File: src/rtl/fp_mul_arb_pkg.sv
// Shared constants for the arbiters that front the floating-point units.
package fp_mul_arb_pkg;

  localparam int FP_W = 32;

endpackage

File: src/rtl/rr_arbiter.sv
// Round-robin arbiter: the search starts just above the last grant and wraps, so each request
// is granted within NUM_REQ cycles.
module rr_arbiter #(
  parameter int NUM_REQ = 4,
  parameter int ID_W    = $clog2(NUM_REQ)
) (
  input  logic [NUM_REQ-1:0] req_i,
  input  logic [ID_W-1:0]    lastIdx_i,
  output logic [NUM_REQ-1:0] grant_o,
  output logic [ID_W-1:0]    grantIdx_o,
  output logic               grantValid_o
);

  logic [ID_W-1:0] hiIdx;
  logic            hiFound;
  logic [ID_W-1:0] loIdx;
  logic            loFound;

  // Lowest request strictly above the last grant wins; otherwise wrap to the lowest request overall.
  always_comb begin
    hiIdx   = '0;
    hiFound = 1'b0;
    loIdx   = '0;
    loFound = 1'b0;
    for (int i = NUM_REQ - 1; i >= 0; i--) begin
      if (req_i[i]) begin
        loIdx   = ID_W'(i);
        loFound = 1'b1;
        if (i > int'(lastIdx_i)) begin
          hiIdx   = ID_W'(i);
          hiFound = 1'b1;
        end
      end
    end
  end

  always_comb begin
    grantValid_o = hiFound | loFound;
    grantIdx_o   = hiFound ? hiIdx : loIdx;
    grant_o      = '0;
    for (int i = 0; i < NUM_REQ; i++) begin
      grant_o[i] = grantValid_o && (grantIdx_o == ID_W'(i));
    end
  end

endmodule

File: src/rtl/fp_mul_arbiter.sv
// Shares one fixed-latency fp_mul pipeline among NUM_REQ requesters. A tag pipeline that matches the
// multiplier latency carries each requester id forward, so every result goes back to the requester that issued it.
module fp_mul_arbiter
  import fp_mul_arb_pkg::*;
#(
  parameter int NUM_REQ     = 4,
  parameter int MUL_LATENCY = 6,
  parameter int ID_W        = $clog2(NUM_REQ)
) (
  input  logic                           clock,
  input  logic                           rst_n,
  input  logic [NUM_REQ-1:0]             req_valid,
  input  logic [NUM_REQ-1:0][FP_W-1:0]   req_dataa,
  input  logic [NUM_REQ-1:0][FP_W-1:0]   req_datab,
  output logic [NUM_REQ-1:0]             req_ready,
  output logic [FP_W-1:0]                mul_dataa,
  output logic [FP_W-1:0]                mul_datab,
  input  logic [FP_W-1:0]                mul_result,
  output logic [NUM_REQ-1:0]             resp_valid,
  output logic [FP_W-1:0]                resp_data,
  output logic                           busy
);

  typedef struct packed {
    logic            valid;
    logic [ID_W-1:0] id;
  } tag_t;

  // One stage per edge from the issue edge through edge k+MUL_LATENCY.
  localparam int DEPTH = MUL_LATENCY + 1;

  logic [NUM_REQ-1:0] grant;
  logic [ID_W-1:0]    grantIdx;
  logic               grantValid;

  logic [ID_W-1:0]    rrLast_q, rrLast_d;
  logic [FP_W-1:0]    heldA_q, heldA_d;
  logic [FP_W-1:0]    heldB_q, heldB_d;
  tag_t               tagIn;
  tag_t               tag_q [DEPTH];

  rr_arbiter #(
    .NUM_REQ (NUM_REQ),
    .ID_W    (ID_W)
  ) u_rr_arbiter (
    .req_i        (req_valid),
    .lastIdx_i    (rrLast_q),
    .grant_o      (grant),
    .grantIdx_o   (grantIdx),
    .grantValid_o (grantValid)
  );

  // Without a winner the multiplier keeps seeing the last issued operands; its output is simply never tagged valid.
  always_comb begin
    rrLast_d = rrLast_q;
    heldA_d  = heldA_q;
    heldB_d  = heldB_q;
    tagIn    = '0;
    if (grantValid) begin
      rrLast_d    = grantIdx;
      heldA_d     = req_dataa[grantIdx];
      heldB_d     = req_datab[grantIdx];
      tagIn.valid = 1'b1;
      tagIn.id    = grantIdx;
    end
  end

  assign req_ready = grant;
  assign mul_dataa = heldA_d;
  assign mul_datab = heldB_d;

  always_ff @(posedge clock or negedge rst_n) begin
    if (!rst_n) begin
      rrLast_q <= ID_W'(NUM_REQ - 1);
      heldA_q  <= '0;
      heldB_q  <= '0;
      for (int s = 0; s < DEPTH; s++) begin
        tag_q[s] <= '0;
      end
    end else begin
      rrLast_q <= rrLast_d;
      heldA_q  <= heldA_d;
      heldB_q  <= heldB_d;
      tag_q[0] <= tagIn;
      for (int s = 1; s < DEPTH; s++) begin
        tag_q[s] <= tag_q[s-1];
      end
    end
  end

  // The last stage carries the tag that matches mul_result this cycle; the bus reads zero otherwise.
  always_comb begin
    resp_valid = '0;
    for (int i = 0; i < NUM_REQ; i++) begin
      resp_valid[i] = tag_q[DEPTH-1].valid && (tag_q[DEPTH-1].id == ID_W'(i));
    end
    resp_data = tag_q[DEPTH-1].valid ? mul_result : '0;
    busy = 1'b0;
    for (int s = 0; s < DEPTH; s++) begin
      busy = busy | tag_q[s].valid;
    end
  end

endmodule

File: config.mk
export PLATFORM = sky130hd
export DESIGN_NAME = fp_mul_arbiter
export DESIGN_NICKNAME = d
export VERILOG_FILES = /design/src/rtl/fp_mul_arb_pkg.sv /design/src/rtl/rr_arbiter.sv /design/src/rtl/fp_mul_arbiter.sv
export SDC_FILE = /design/constraint.sdc
export NUM_CORES = 1
export LEC_CHECK = 0
export BUFFER_PORTS_ARGS = -buffer_cell sky130_fd_sc_hd__clkbuf_2
export CAP_MARGIN = 10
export CORE_AREA = 2 2 155 157
export DETAILED_ROUTE_END_ITERATION = 16
export DIE_AREA = 0 0 157 159
export HOLD_SLACK_MARGIN = 0.15
export PLACE_DENSITY = 0.51
export SLEW_MARGIN = 20
export SYNTH_ARGS = -nofsm -noshare
export SYNTH_HDL_FRONTEND = slang
export SYNTH_SLANG_ARGS = --single-unit
export TNS_END_PERCENT = 50
File: constraint.sdc
create_clock -name clock -period 2.8 [get_ports clock]
set_input_delay 0.42 -clock clock [delete_from_list [all_inputs] [get_ports clock]]
set_output_delay 0.42 -clock clock [all_outputs]
set_load 0.02 [all_outputs]
==> metrics.md <==
| Metric | Value |
|---|---|
| Die width | `approximately 160 um` |
| DR WL/cell | `18.1 um` |
| Worst hold start | `tag_q[15]$_DFF_PN0_` |
| Largest net degree at the start of global routing | `53` |
| Status | `finished, violations left` |
| Worst Setup End Kind | `primary output` |
| R2R setup slack | `about 640 ps` |
| Post-synth cell types | `42` |
| I/O Pins | `about 400` |
| Die Y | `approximately 160 um` |
| CTS tree | `built` |
| Mapped cell area | `approximately 0.0052 mm2` |
| Final Hold Vio Count | `0` |
| Final setup viols | `18` |
| Largest family of logic cells by synthesized area | `compound AO/OA/AOI/OAI gates` |
| Int Pwr | `~0.0038 W` |
| Simple-Gate Fraction of Synth Area | `0.106` |
| Fmax | `approximately 0.35 GHz` |
| Power density over cell area | `733 mW/mm2` |
| Comb pwr share | `0.506` |
| Remaining DRCs | `0` |
| NetSw | `roughly 0.0025 W` |
| Worst VDD drop | `approximately 0.29 mV` |
| Slew Limit Fails | `0` |
| CTS H-tree depth | `3` |
| GR Util All Layers | `0.175` |
| Xor/xnor share of the synthesized area | `0` |
| CP arrival | `roughly 2400 ps` |
| Adder-Cell Fraction of Synth Area | `0` |
| Skew final | `between 7 and 8 ps` |
| Worst-path clk slew | `70 ps` |
| Fin cells | `1,251` |
| Depth of the most critical reg-to-reg path | `10` |
| Vias/cell | `about 4.7` |
| Register area share after synthesis | `0.419` |
| Met1 Use GR | `0.212` |
| Pleak | `4.20 nW` |
| CTS sink cnt | `87` |
| Fin crit share | `1.01` |
| Mean Syn Cell Area | `~10 um2` |
| Clock Latency Late Sink | `350 ps` |
| Synthesis Warnings | `0` |
| CP max stage cell | `dfstp_2` |
| Initial antenna violation count | `0` |
| Placed insts | `approximately 1.2k` |
| Compound-Gate Fraction of Synth Area | `0.296` |
| Req. time, crit path | `~2400 ps` |
| Critical path class | `register to primary output` |
| DR iter-0 viols | `roughly 240` |
| Flop and latch count out of synthesis | `87` |
| Slew HR | `0.478` |
| Number of max-cap violations | `0` |
| Core region area | `between 0.02 and 0.025 mm2` |
| Number of port buffers | `398` |
| Max Root-Sink Buffers | `2` |
| FF-to-FF End | `heldB_q[27]$_DFF_PN0_` |
| Syn Nets | `between 800 and 900` |
| First-pass GRT wire length | `between 30,000 and 40,000 um` |
| Full die area | `0.0250 mm2` |
| Sw frac | `0.396` |
| Reg power frac | `0.289` |
| Least-Margin Pin Slew | `between 700 and 800 ps` |
| Layout fillers | `between 2k and 2.5k` |
| CP cell instances | `mux2_4 -> a22oi_2 -> and2_4 -> buf_12 -> buf_12 -> mux2i_2 -> o22ai_1 -> clkbuf_2` |
| Dpl hpwl | `between 15,000 and 20,000 um` |
| Critical R2R Launch | `rrLast_q[1]$_DFFE_PN1N_` |
| Hold EP | `tag_q[12]$_DFF_PN0_` |
| Final WS setup | `-34.6 ps` |
| Vias in the first global route | `between 5k and 6k` |
| Busiest layer in global routing | `met2` |
| Total number of vias | `between 5k and 6k` |
| Grt ovf | `0` |
| Slowest Stage Delay on Critical Path | `560 ps` |
| Initial core utilization | `0.224` |
| Met2 usage | `0.312` |
| Routed wire length | `22,600 um` |
| CTS buffer count | `9` |
| M3 GR Usage | `0.0367` |
| Site Rows | `between 50 and 60` |
| DRT Pass-1 Iters | `4` |
| Setup crit start kind | `register` |
| Synth Instances | `between 500 and 600` |
| CP max FO | `17` |
| Failing checks | `setup timing` |
| Post-layout min period | `2830 ps` |
| Type of the worst min-delay path | `register to register` |
| Antenna-violating nets left | `0` |
| Cell mode on critical path | `buf_12` |
| Clk root buf | `clkbuf_16` |
| Hold path cells | `0` |
| Clock power share | `0.205` |
| Post-layout util | `0.367` |
| Ratio of cells with drive above 1 in the final layout | `0.545` |
| Nets@finish | `approximately 1.2k` |
| RSZ-0062 raised after global routing | `yes` |
| Ant. Diodes | `0` |
| Mux share of post-synthesis cell area | `0.0933` |
| Area Overhead vs Synth | `63.4%` |
| Placer Congestion | `0.831` |
state kept, by name, indices dropped and copies added (netlist names):
name      count
rrLast_q      2
heldA_q      32
heldB_q      32
tag_q        21
layout by cell type (no fill, tap or decap), types with 3 or more instances in the layout:
master,n
buf_4,60
o21ai_0,5
a221oi_1,28
inv_1,21
and2_1,32
o2111ai_2,3
a221oi_2,19
clkbuf_16,10
mux2i_2,5
buf_2,18
o21a_1,17
dfrtp_1,85
o2111ai_1,30
o22ai_1,42
o211ai_1,18
o22ai_2,6
inv_6,3
clkbuf_2,343
buf_12,15
a21oi_1,18
buf_16,4
clkbuf_4,3
nor2_1,66
nand2_1,4
mux2i_1,42
cell usage after synthesis (all sizes together):
cell type,n,share of area
a32oi,1,0.0031
a31oi,2,0.0024
a2bb2oi,1,0.0017
nor4,2,0.0036
mux2,1,0.0029
o21bai,1,0.0014
a22oi,1,0.0014
a21oi,18,0.017
o2bb2ai,1,0.0017
mux2i,47,0.090
nand2,4,0.0029
a21o,1,0.0014
nor2b,1,0.0012
and2,34,0.041
o22ai,48,0.058
nand3b,1,0.0014
inv,23,0.017
o211a,1,0.0019
buf,34,0.052
dfstp,2,0.010
or3,1,0.0012
o211ai,19,0.028
and3b,1,0.0017
dfrtp,85,0.41
nor2,66,0.048
o21ai,5,0.0048
clkbuf,23,0.017
and3,1,0.0012
o2111ai,34,0.057
a221oi,47,0.091
nand3,2,0.0019
o21a,17,0.025
nor3,1,0.00096
nor3b,1,0.0014
stage by stage:
stage | total power (W) | hold slack [ps] | TNS (ps) | instance area [um2] | setup slack (ps)
5_1_grt | 0.00660 | 357 | -6510 | 8500 | -162
6_report | 0.00623 | 345 | -260 | 8500 | -34.6
2_1_floorplan | 0.00348 | 124 | 0 | 5200 | 350
3_3_place_gp | 0.00442 | 331 | 0 | 7570 | 173
4_1_cts | 0.00609 | 349 | -1210 | 8230 | -57.2
3_5_place_dp | 0.00443 | 335 | 0 | 7570 | 161
kinds of logic (layout without fill, tap and decap cells):
family / count (synthesis) / after routing
compound gates: 197 / 197
simple gates: 115 / 115
flops: 87 / 87
buf+inv: 80 / 485
mux: 48 / 48
power by group through the flow:
stage	Sequential [W]	Combinational, W	Clock [W]
final	0.00180	0.00315	0.00128
after global placement	0.00181	0.00260	0
after floorplan	0.00178	0.00170	0
after detailed placement	0.00182	0.00261	0
after global routing	0.00185	0.00337	0.00138
after CTS	0.00180	0.00296	0.00133
worst max-delay path by stage:
stage / startpoint / end / slack, ps / cells past startpoint
finish: rrLast_q[1]$_DFFE_PN1N_ / mul_datab[7] / -30 / 8
global route: rrLast_q[1]$_DFFE_PN1N_ / mul_datab[6] / -160 / 9
CTS: rrLast_q[1]$_DFFE_PN1N_ / mul_dataa[11] / -60 / 9
detailed placement: req_valid[3] / mul_dataa[13] / 160 / 8
global placement: req_valid[3] / mul_dataa[13] / 170 / 8
floorplan: rrLast_q[1]$_DFFE_PN1N_ / mul_dataa[16] / 350 / 7
worst max-delay path, delay by kind of cell, from the launching register on:
kind,cells,cell delay [ps]
simple gates,1,190
mux,2,560
flops,1,560
buf+inv,3,460
compound gates,2,270
final cells by class:
type	instances	area, um2	area share
Multi-Input combinational cell	360	2760	0.325
Timing Repair Buffer	446	2760	0.324
Sequential cell	87	2180	0.256
Tap cell	319	399	0.0469
Clock buffer	9	225	0.0265
Inverter	23	92.6	0.0109
Clock inverter	7	85.1	0.0100
layer usage:
layer | up-vias | routed length, um | part of all wire
met1 | 2770 | 9310 | 0.41
met3 | 24 | 1420 | 0.063
met2 | 256 | 11500 | 0.51
met5 | - | 0 | 0
met4 | 0 | 366 | 0.016
li1 | 2820 | - | -
timing repair:
item	in CTS	in global routing
setup buffers	12	7
pin swaps	6	13
gates cloned	5	1
setup endpoints to repair	62	64
hold buffers	1	0
gates resized for setup	21	99
endpoints found under the hold margin	38	0
No activity file was read; power rests on OpenSTA's default activity.
